File: src/rtl/wb_pkg.sv
// Shared types and defaults for the writeback arbiter.
// Holds the default widths, the source encoding used by the round-robin
// pointer, and the writeback request record.
package wb_pkg;

    localparam int XLEN_DEFAULT  = 32;
    localparam int AW_DEFAULT    = 5;
    localparam int CNT_W_DEFAULT = 16;

    // Source identifier; the value doubles as the bit index in a grant vector.
    typedef enum logic {
        WB_SRC_LSU = 1'b0,
        WB_SRC_ALU = 1'b1
    } wb_src_e;

    // One writeback request at the default widths.
    typedef struct packed {
        logic [AW_DEFAULT-1:0]   rd;
        logic [XLEN_DEFAULT-1:0] data;
    } wb_req_t;

    // The source that was not named; used when the pointer hands over.
    function automatic wb_src_e wb_other(input wb_src_e s);
        return (s == WB_SRC_LSU) ? WB_SRC_ALU : WB_SRC_LSU;
    endfunction

endpackage

File: src/rtl/wb_rr_pick.sv
// Two-way round-robin picker for the writeback port.
// Grants the only valid source, or the pointed-to source when both are
// valid; in that case the pointer moves to the loser so it wins next time.
// The pointer flop lives here and comes out of reset pointing at the LSU.
module wb_rr_pick
    import wb_pkg::*;
(
    input  logic       clk,
    input  logic       rst_n,
    input  logic       alu_valid,
    input  logic       lsu_valid,
    output logic [1:0] gnt,
    output wb_src_e    ptr_nxt
);

    wb_src_e ptr;

    // Pointer register
    always_ff @(posedge clk or negedge rst_n) begin
        if (!rst_n) begin
            ptr <= WB_SRC_LSU;
        end else begin
            ptr <= ptr_nxt;
        end
    end

    // Pointer only moves when both sources compete
    always_comb begin
        ptr_nxt = ptr;
        if (alu_valid && lsu_valid) begin
            ptr_nxt = wb_other(ptr);
        end
    end

    // One-hot grant, indexed by source encoding
    always_comb begin
        gnt = 2'b00;
        unique case ({alu_valid, lsu_valid})
            2'b10:   gnt[WB_SRC_ALU] = 1'b1;
            2'b01:   gnt[WB_SRC_LSU] = 1'b1;
            2'b11:   gnt[ptr]        = 1'b1;
            default: gnt             = 2'b00;
        endcase
    end

endmodule

File: src/rtl/wb_arbiter.sv
// Writeback arbiter: merges ALU and LSU results onto the single regfile
// write port (we3/wa3/wd3) through one output register, and counts the
// cycles in which both producers competed (saturating).
// Optional feature macro: WB_BYPASS_EN adds a same-cycle forwarding
// compare against the registered write for two read addresses.
module wb_arbiter
    import wb_pkg::*;
#(
    parameter int XLEN  = XLEN_DEFAULT,
    parameter int AW    = AW_DEFAULT,
    parameter int CNT_W = CNT_W_DEFAULT
) (
    input  logic             clk,
    input  logic             rst_n,

    input  logic             alu_valid,
    output logic             alu_ready,
    input  logic [AW-1:0]    alu_rd,
    input  logic [XLEN-1:0]  alu_data,

    input  logic             lsu_valid,
    output logic             lsu_ready,
    input  logic [AW-1:0]    lsu_rd,
    input  logic [XLEN-1:0]  lsu_data,

    output logic             we3,
    output logic [AW-1:0]    wa3,
    output logic [XLEN-1:0]  wd3,

`ifdef WB_BYPASS_EN
    input  logic [AW-1:0]    byp_ra1,
    input  logic [AW-1:0]    byp_ra2,
    output logic             byp_hit1,
    output logic             byp_hit2,
    output logic [XLEN-1:0]  byp_data1,
    output logic [XLEN-1:0]  byp_data2,
`endif

    output logic [CNT_W-1:0] busy_cnt
);

    // Count up by one, sticking at all-ones instead of wrapping.
    function automatic logic [CNT_W-1:0] sat_inc(input logic [CNT_W-1:0] v);
        return (&v) ? v : v + 1'b1;
    endfunction

    logic [1:0]      gnt;
    wb_src_e         unused_ptr_nxt;
    logic            vld_p0;
    logic [AW-1:0]   rd_p0;
    logic [XLEN-1:0] data_p0;

    wb_rr_pick u_pick (
        .clk       (clk),
        .rst_n     (rst_n),
        .alu_valid (alu_valid),
        .lsu_valid (lsu_valid),
        .gnt       (gnt),
        .ptr_nxt   (unused_ptr_nxt)
    );

    assign alu_ready = gnt[WB_SRC_ALU];
    assign lsu_ready = gnt[WB_SRC_LSU];

    // Stage p0: steer the granted request (ALU by default when nothing wins)
    always_comb begin
        vld_p0  = |gnt;
        rd_p0   = alu_rd;
        data_p0 = alu_data;
        if (gnt[WB_SRC_LSU]) begin
            rd_p0   = lsu_rd;
            data_p0 = lsu_data;
        end
    end

    // Stage p1: write-port register; rd 0 is accepted but never enables a write
    always_ff @(posedge clk or negedge rst_n) begin
        if (!rst_n) begin
            we3 <= 1'b0;
            wa3 <= '0;
            wd3 <= '0;
        end else begin
            we3 <= vld_p0 && (rd_p0 != '0);
            if (vld_p0) begin
                wa3 <= rd_p0;
                wd3 <= data_p0;
            end
        end
    end

    // Contention counter: one tick per edge with both producers valid
    always_ff @(posedge clk or negedge rst_n) begin
        if (!rst_n) begin
            busy_cnt <= '0;
        end else if (alu_valid && lsu_valid) begin
            busy_cnt <= sat_inc(busy_cnt);
        end
    end

`ifdef WB_BYPASS_EN
    // Forward the registered write to readers until the regfile absorbs it
    always_comb begin
        byp_hit1  = we3 && (wa3 == byp_ra1) && (byp_ra1 != '0);
        byp_hit2  = we3 && (wa3 == byp_ra2) && (byp_ra2 != '0);
        byp_data1 = wd3;
        byp_data2 = wd3;
    end
`endif

endmodule

File: config.mk
export PLATFORM = sky130hd
export DESIGN_NAME = wb_arbiter
export DESIGN_NICKNAME = d
export VERILOG_FILES = /design/src/rtl/wb_pkg.sv /design/src/rtl/wb_rr_pick.sv /design/src/rtl/wb_arbiter.sv
export SDC_FILE = /design/constraint.sdc
export NUM_CORES = 1
export LEC_CHECK = 0
export BUFFER_PORTS_ARGS = -buffer_cell sky130_fd_sc_hd__buf_2
export CAP_MARGIN = 20
export CORE_MARGIN = 1.5
export CORE_UTILIZATION = 30
export CTS_CLUSTER_DIAMETER = 60
export DETAILED_ROUTE_END_ITERATION = 16
export PLACE_DENSITY = 0.67
export RECOVER_POWER = 25
export SYNTH_ARGS = -nofsm -noshare
export SYNTH_HDL_FRONTEND = slang
export SYNTH_HIERARCHICAL = 1
export SYNTH_SLANG_ARGS = --single-unit
File: constraint.sdc
create_clock -name clk -period 3.5 [get_ports clk]
set_input_delay 0.7 -clock clk [delete_from_list [all_inputs] [get_ports clk]]
set_output_delay 0.7 -clock clk [all_outputs]
set_load 0.02 [all_outputs]
Yosys cells after proc, flatten, opt, wreduce, memory -nomap -nowiden
Cells that the tools add are included.
- register bits after elaboration: 55
- input port bits: 78
- output and inout bits: 56
- word-level logic and storage cells: 26
- add/sub/neg operators: 1
- $lt $le $gt $ge: 2
- equality and inequality tests: 3
- mux-type cells: 7
- bitwise operators: 1
- reduce and logical (&&, ||, !) cells: 7
- operators by type and width (kind ; number):
    2-to-1 mux 32 bit ; 1
    adder 16 x 1 -> 16 bit, second input constant ; 1
    AND reduction 16 bit ; 1
    2-to-1 mux 5 bit ; 1
    nonzero test 5 bit ; 1
    equality test 2 bit, second input constant ; 2
    one-hot mux 1 bit (2 select lines) ; 2
    logical AND 1 bit ; 3
    equality test 2 x 1 -> 1 bit, second input constant ; 1
    less-than comparator 1 x 2 -> 1 bit, second input constant ; 1
    2-to-1 mux 1 bit ; 2
    AND reduction 2 bit ; 1
    OR reduction 2 bit ; 1
    demux 1 bit (select 1 bit) ; 1
    greater-or-equal comparator 1 bit, second input constant ; 1
    inverter 1 bit ; 1

Longest topological paths before layout
- depth in word-level cells: 8
- gate-level depth with buffers: 8
- mapped depth without buffers: 8

By module
The synthesis kept the hierarchy.
- by module, submodules not included (module ; times used ; cells an instance ; area each (um^2) ; seq. area each (um^2)):
    wb_arbiter ; 1 ; 243 ; 2562.5 ; 1351.3
    wb_rr_pick ; 1 ; 8 ; 70.1 ; 25.0

Least setup slack after synthesis
No wires, ideal clock.
- path kind: input -> register
- start point: input port lsu_valid
- end point: register wd3[15]
- setup time: 0.135 ns
- arrival: 2.175 ns
- data required time: 3.365 ns
- path slack: 1.190 ns
- stages on the path: 7
- buffers on the path: 2
- cells stage by stage: and2_1 ha_1 inv_1 a21boi_1 clkbuf_1 clkbuf_1 o21ai_0
- longest elaborated chain between the ends: 3
- elaborated cells on any way between the ends: 7
- classes of those cells: eq/ne: 3; mux: 3; reduce/logical: 1
- RTL lines (element ; RTL line ; RTL):
    from (decl) ; wb_arbiter.sv:21 ; input logic lsu_valid,
    equality test 2 bit or equality test 2 x 1 -> 1 bit (tied branches) ; wb_rr_pick.sv:38 ; unique case ({alu_valid, lsu_valid})
    one-hot mux 1 bit (2 select lines) (*) ; wb_rr_pick.sv:38 ;
    via lsu_ready ; wb_arbiter.sv:22 ; output logic lsu_ready,
    2-to-1 mux 32 bit or OR reduction 2 bit (tied branches) ; wb_arbiter.sv:70, wb_arbiter.sv:67 ;
    to (signal assigned) ; wb_arbiter.sv:86 ; wd3 <= data_p0;
    to (decl) ; wb_arbiter.sv:28 ; output logic [XLEN-1:0] wd3,
The timed path passes the listed nets; every way through them passes the cells marked *.
A chain may end at the register's enable or synchronous reset.

Worst setup path in the final report
- start point: input port lsu_valid
- end point: output port lsu_ready
- longest elaborated chain between the ends: 2
- elaborated cells on any way between the ends: 3
- classes of those cells: eq/ne: 2; mux: 1
- RTL lines (element ; RTL line):
    equality test 2 bit or equality test 2 x 1 -> 1 bit (tied branches) ; wb_rr_pick.sv:38
    one-hot mux 1 bit (2 select lines) (*) ; wb_rr_pick.sv:38
    to (decl) ; wb_arbiter.sv:22
Every way passes the cells marked *; elsewhere a longest branch is shown, timed or not.

==> summary by stage <==
Detailed routing
The starting DRC count in detailed routing is 66. In the final routing, the length of wire on met1 measures 2765 microns. The number of optimization iterations in the first detailed-route pass is 4.

The number of nets with antenna violations after routing is 0. The average routed wire per standard cell is 12.77 microns. The wire length on met2 is 3030 microns.

The routed layout has 2272 vias. Using the TritonRoute via totals, the vias-per-cell ratio works out to 4.646. The post-detailed-routing wire length is 6243 microns. The routed wire length on met3 is 354 microns. For this run, design rule violations remaining after detail routing come to 0.

The uppermost metal layer occupied by signal nets is met4.

Clock network
For this design, the CTS-stage hold fixing added 0 buffers. The TritonCTS sink count is 55. The number of gates resized after cts is 0. TritonCTS built the clock tree. The clock edge transition at the registers on the reported setup and hold paths is 0.09 ns.

The clock tree synthesis step divided the H-tree into 2 levels. For the worst-skew pair, the clock arrives at the later sink with an insertion delay of 0.30 ns. The total CTS buffers is 5. The clock tree root buffer cell is sky130_fd_sc_hd__clkbuf_8.

After clock tree synthesis, the setup repair step added 0 buffers. The maximum root-to-sink buffer count is 2.

Die
Measured along the x axis, the die boundary spans 96.68 microns. The floorplan step set the die height to 96.68 microns. The core region is 0.008341 sq mm.

For this configuration, the core starts out at a cell density of 31.56%. The number of core rows is 33. The floorplan step defined a die boundary enclosing 0.009346 sq mm.

The count of pins on the block boundary is 134.

GRT
The number of global-route vias before repair is 2269. The number of antenna violations at the first check in global routing is 0. The aggregate global routing overflow is 0. Entering global routing, the biggest net connects 48 pins. The wire length of the first global-routing pass is 10610 microns. Across every metal layer, demand over resource in global routing totals 13.53%.

Setup path
The delay of the slowest cell on the worst path is 0.25 ns. The slowest stage of the critical path belongs to the cell sky130_fd_sc_hd__clkbuf_1. The signal arrival time at the worst endpoint is 1.68 ns.

The required time of the critical path is 2.80 ns. The critical path endpoint category is a primary output. The worst path buffer plus inverter count is 3. The critical path launch point type is a primary input. The critical path is of the in2out type. The critical-path maximum fanout is 6. Grouping stages by cell kind, the critical path spends the most delay in buffers and inverters. Walking the worst path, the cells encountered are clkbuf_1 > and2_1 > ha_1 > inv_1 > a21boi_4 > buf_2.

Place
Timing analysis after detailed placement gives a worst setup slack of 1.124 ns. At the end of routability-driven placement, the weighted congestion stood at 0.7768. The wire-length estimate of the detail-placed layout is 4875 microns.

The total of buffers placed on input and output ports is 133.

Logic synthesis
The mapped netlist covers 0.002633 sq mm. The number of synthesized flops with an enable pin is 0. The leading area contributor after synthesis is sky130_fd_sc_hd__dfrtp_1. By area the synthesized netlist is led by sky130_fd_sc_hd__dfrtp_1, sky130_fd_sc_hd__mux2i_1, sky130_fd_sc_hd__o21ai_0.

The cell count after synthesis is 251. Summing the areas of all compound-gate instances in the mapped netlist gives 9.125% of the synthesized area. The portion of netlist area occupied by mux cells is 15.83%. The adder and majority cell fraction of the synthesized area is 0.9506%. For this run, the leading register cell type out of synthesis is sky130_fd_sc_hd__dfrtp_1.

After synthesis, the largest family of logic cells by area is multiplexers. The synthesized design devotes to its leading area cell type 52.28% of total area. The post-synthesis share of cell area spent on xor and xnor gates is 3.660%. The synthesized net count is 331. The number of different library cells used by synthesis comes to 35.

The simple-gate share of the synthesized area is 15.54%. In this run the mean area of a mapped cell was 10.49 sq um. The number of register bits inferred by synthesis is 55. In the synthesized netlist the async set-or-reset flop fraction comes to 100.0%. The share of the yosys chip area belonging to registers is 52.28%. The total number of yosys warnings is 6.

Timing
The share of the cycle needed by the critical path after routing is 67.96%. The slew at the pin with the worst max-slew slack is 1.949 ns. The shortest clock period the worst path allows after layout is 2.379 ns. Setup violations remaining at the end of the flow were counted as 0. In the post-route analysis, the smallest setup slack over all paths is 1.121 ns. The final-layout setup total negative slack is 0 ns. For this run, the top clock speed supported by timing is 420.4 MHz. The relative max-transition margin is -29.94%. Across the routed clock network, the largest skew measured is 0.001704 ns.

The number of hold violations in the final report is 0. The final count of pins violating max slew is 38. Hold is met by 0.5217 ns. Setup repair after global routing left no endpoint under its margin.

Power and ir drop
In this run the static leakage power is 1.795 nW. Dividing total power by cell area gives a power density of 538.1 mW/mm^2. The worst supply voltage drop on vdd is 0.1681 mV.

Worst hold path
The worst hold path belongs to the class reg2reg.

Final layout
For this run, the share of the core covered by cells in the final layout is 42.26%. The post-route netlist has 40.36% of its cells at a drive strength greater than 1. The number of nets in the final layout is 464. 0 antenna diodes ended up in the layout. Counting the fill cells in the layout gives 835. From synthesis to final layout, the design area changed by 33.89%.

Job
The tool flagged a number of max-cap violations equal to 1.

Status
The checks that failed: max-capacitance violations, max-slew violations. The run finished, with violations left.
[area by class of cell]
cell class | instances | area, sq um | area share (%)
Sequential cell | 55 | 1376 | 39.05
Multi-Input combinational cell | 179 | 1210 | 34.33
Timing Repair Buffer | 138 | 700.7 | 19.88
Tap cell | 105 | 131.4 | 3.727
Clock buffer | 6 | 82.58 | 2.343
Inverter | 5 | 18.77 | 0.5325
Clock inverter | 1 | 5.005 | 0.1420
[metrics by stage]
stage                     std cells  cell area [sq um]  total power, W
final                           489               3525        0.001896
after global routing            489               3525        0.002022
after CTS                       489               3527        0.001928
after detailed placement        482               3440        0.001568
after global placement          482               3440        0.001553
after floorplan                 251               2633        0.001290
[metal layers]
layer  track usage [%]  vias to the layer above
met5                 0                        -
met4             4.125                        0
met3             3.107                       10
met2             22.81                       75
met1             17.24                     1053
li1                  -                     1134
[cell usage after synthesis (3+ instances only)]
| cell type | instances |
|---|---|
| sky130_fd_sc_hd__xnor2_1 | 6 |
| sky130_fd_sc_hd__nor2_1 | 7 |
| sky130_fd_sc_hd__xor2_1 | 5 |
| sky130_fd_sc_hd__nor3_1 | 6 |
| sky130_fd_sc_hd__o21ai_0 | 38 |
| sky130_fd_sc_hd__nand2_1 | 41 |
| sky130_fd_sc_hd__mux2i_1 | 36 |
| sky130_fd_sc_hd__clkbuf_1 | 7 |
| sky130_fd_sc_hd__dfrtp_1 | 55 |
| sky130_fd_sc_hd__buf_2 | 4 |
| sky130_fd_sc_hd__inv_1 | 5 |
| sky130_fd_sc_hd__nand3_1 | 7 |
| sky130_fd_sc_hd__mux2_1 | 3 |
[flip-flops by register name, summed over array words and instances (netlist names)]
signal      cells
we3             1
wa3             5
u_pick/ptr      1
busy_cnt       16
wd3            32
[cells in the final DEF, fill, tap and decap left out, types with 2 or more instances in the layout]
| master | instances |
|---|---|
| sky130_fd_sc_hd__a21boi_4 | 2 |
| sky130_fd_sc_hd__nand2_1 | 41 |
| sky130_fd_sc_hd__buf_4 | 5 |
| sky130_fd_sc_hd__clkbuf_8 | 6 |
| sky130_fd_sc_hd__inv_1 | 5 |
| sky130_fd_sc_hd__mux2i_1 | 36 |
| sky130_fd_sc_hd__xor2_1 | 5 |
| sky130_fd_sc_hd__nand4_1 | 2 |
| sky130_fd_sc_hd__or4_4 | 2 |
| sky130_fd_sc_hd__xnor2_1 | 6 |
| sky130_fd_sc_hd__nand4_2 | 2 |
| sky130_fd_sc_hd__ha_1 | 2 |
| sky130_fd_sc_hd__nand3_1 | 7 |
| sky130_fd_sc_hd__nand3b_1 | 2 |
| sky130_fd_sc_hd__dfrtp_1 | 55 |
| sky130_fd_sc_hd__mux2_1 | 3 |
| sky130_fd_sc_hd__buf_2 | 131 |
| sky130_fd_sc_hd__nor2_1 | 7 |
| sky130_fd_sc_hd__a21oi_1 | 2 |
| sky130_fd_sc_hd__clkbuf_1 | 2 |
| sky130_fd_sc_hd__mux2_2 | 2 |
| sky130_fd_sc_hd__nor3_1 | 6 |
| sky130_fd_sc_hd__o21ai_0 | 38 |
| sky130_fd_sc_hd__and2_1 | 2 |
[logic make-up after synthesis]
family | Yosys count
compound gates | 45
xor+xnor | 11
fa+ha+maj | 2
buf+inv | 17
flops | 55
mux | 41
simple gates | 80
[final timing paths]
check | slack (ns) | endpoint | startpoint | depth (start not counted)
hold / removal | 0.52 | busy_cnt[15]$_DFFE_PN0P_ | busy_cnt[15]$_DFFE_PN0P_ | 1
setup reg to reg | 1.63 | busy_cnt[1]$_DFFE_PN0P_ | busy_cnt[0]$_DFFE_PN0P_ | 5
setup / recovery | 1.12 | lsu_ready | lsu_valid | 6
min in group asynchronous | 0.93 | busy_cnt[15]$_DFFE_PN0P_ | rst_n | 1
max in group asynchronous | 1.41 | busy_cnt[2]$_DFFE_PN0P_ | rst_n | 2
hold reg to reg | 0.52 | busy_cnt[15]$_DFFE_PN0P_ | busy_cnt[15]$_DFFE_PN0P_ | 1
[power by group]
part,internal [W],total [W],switching [W]
logic,0.000262,0.000664,0.000401
clock network,0.000156,0.000351,0.000195
registers,0.000773,0.000882,0.000108
total,0.00119,0.00190,0.000705
(Power assumes the default switching activity.)
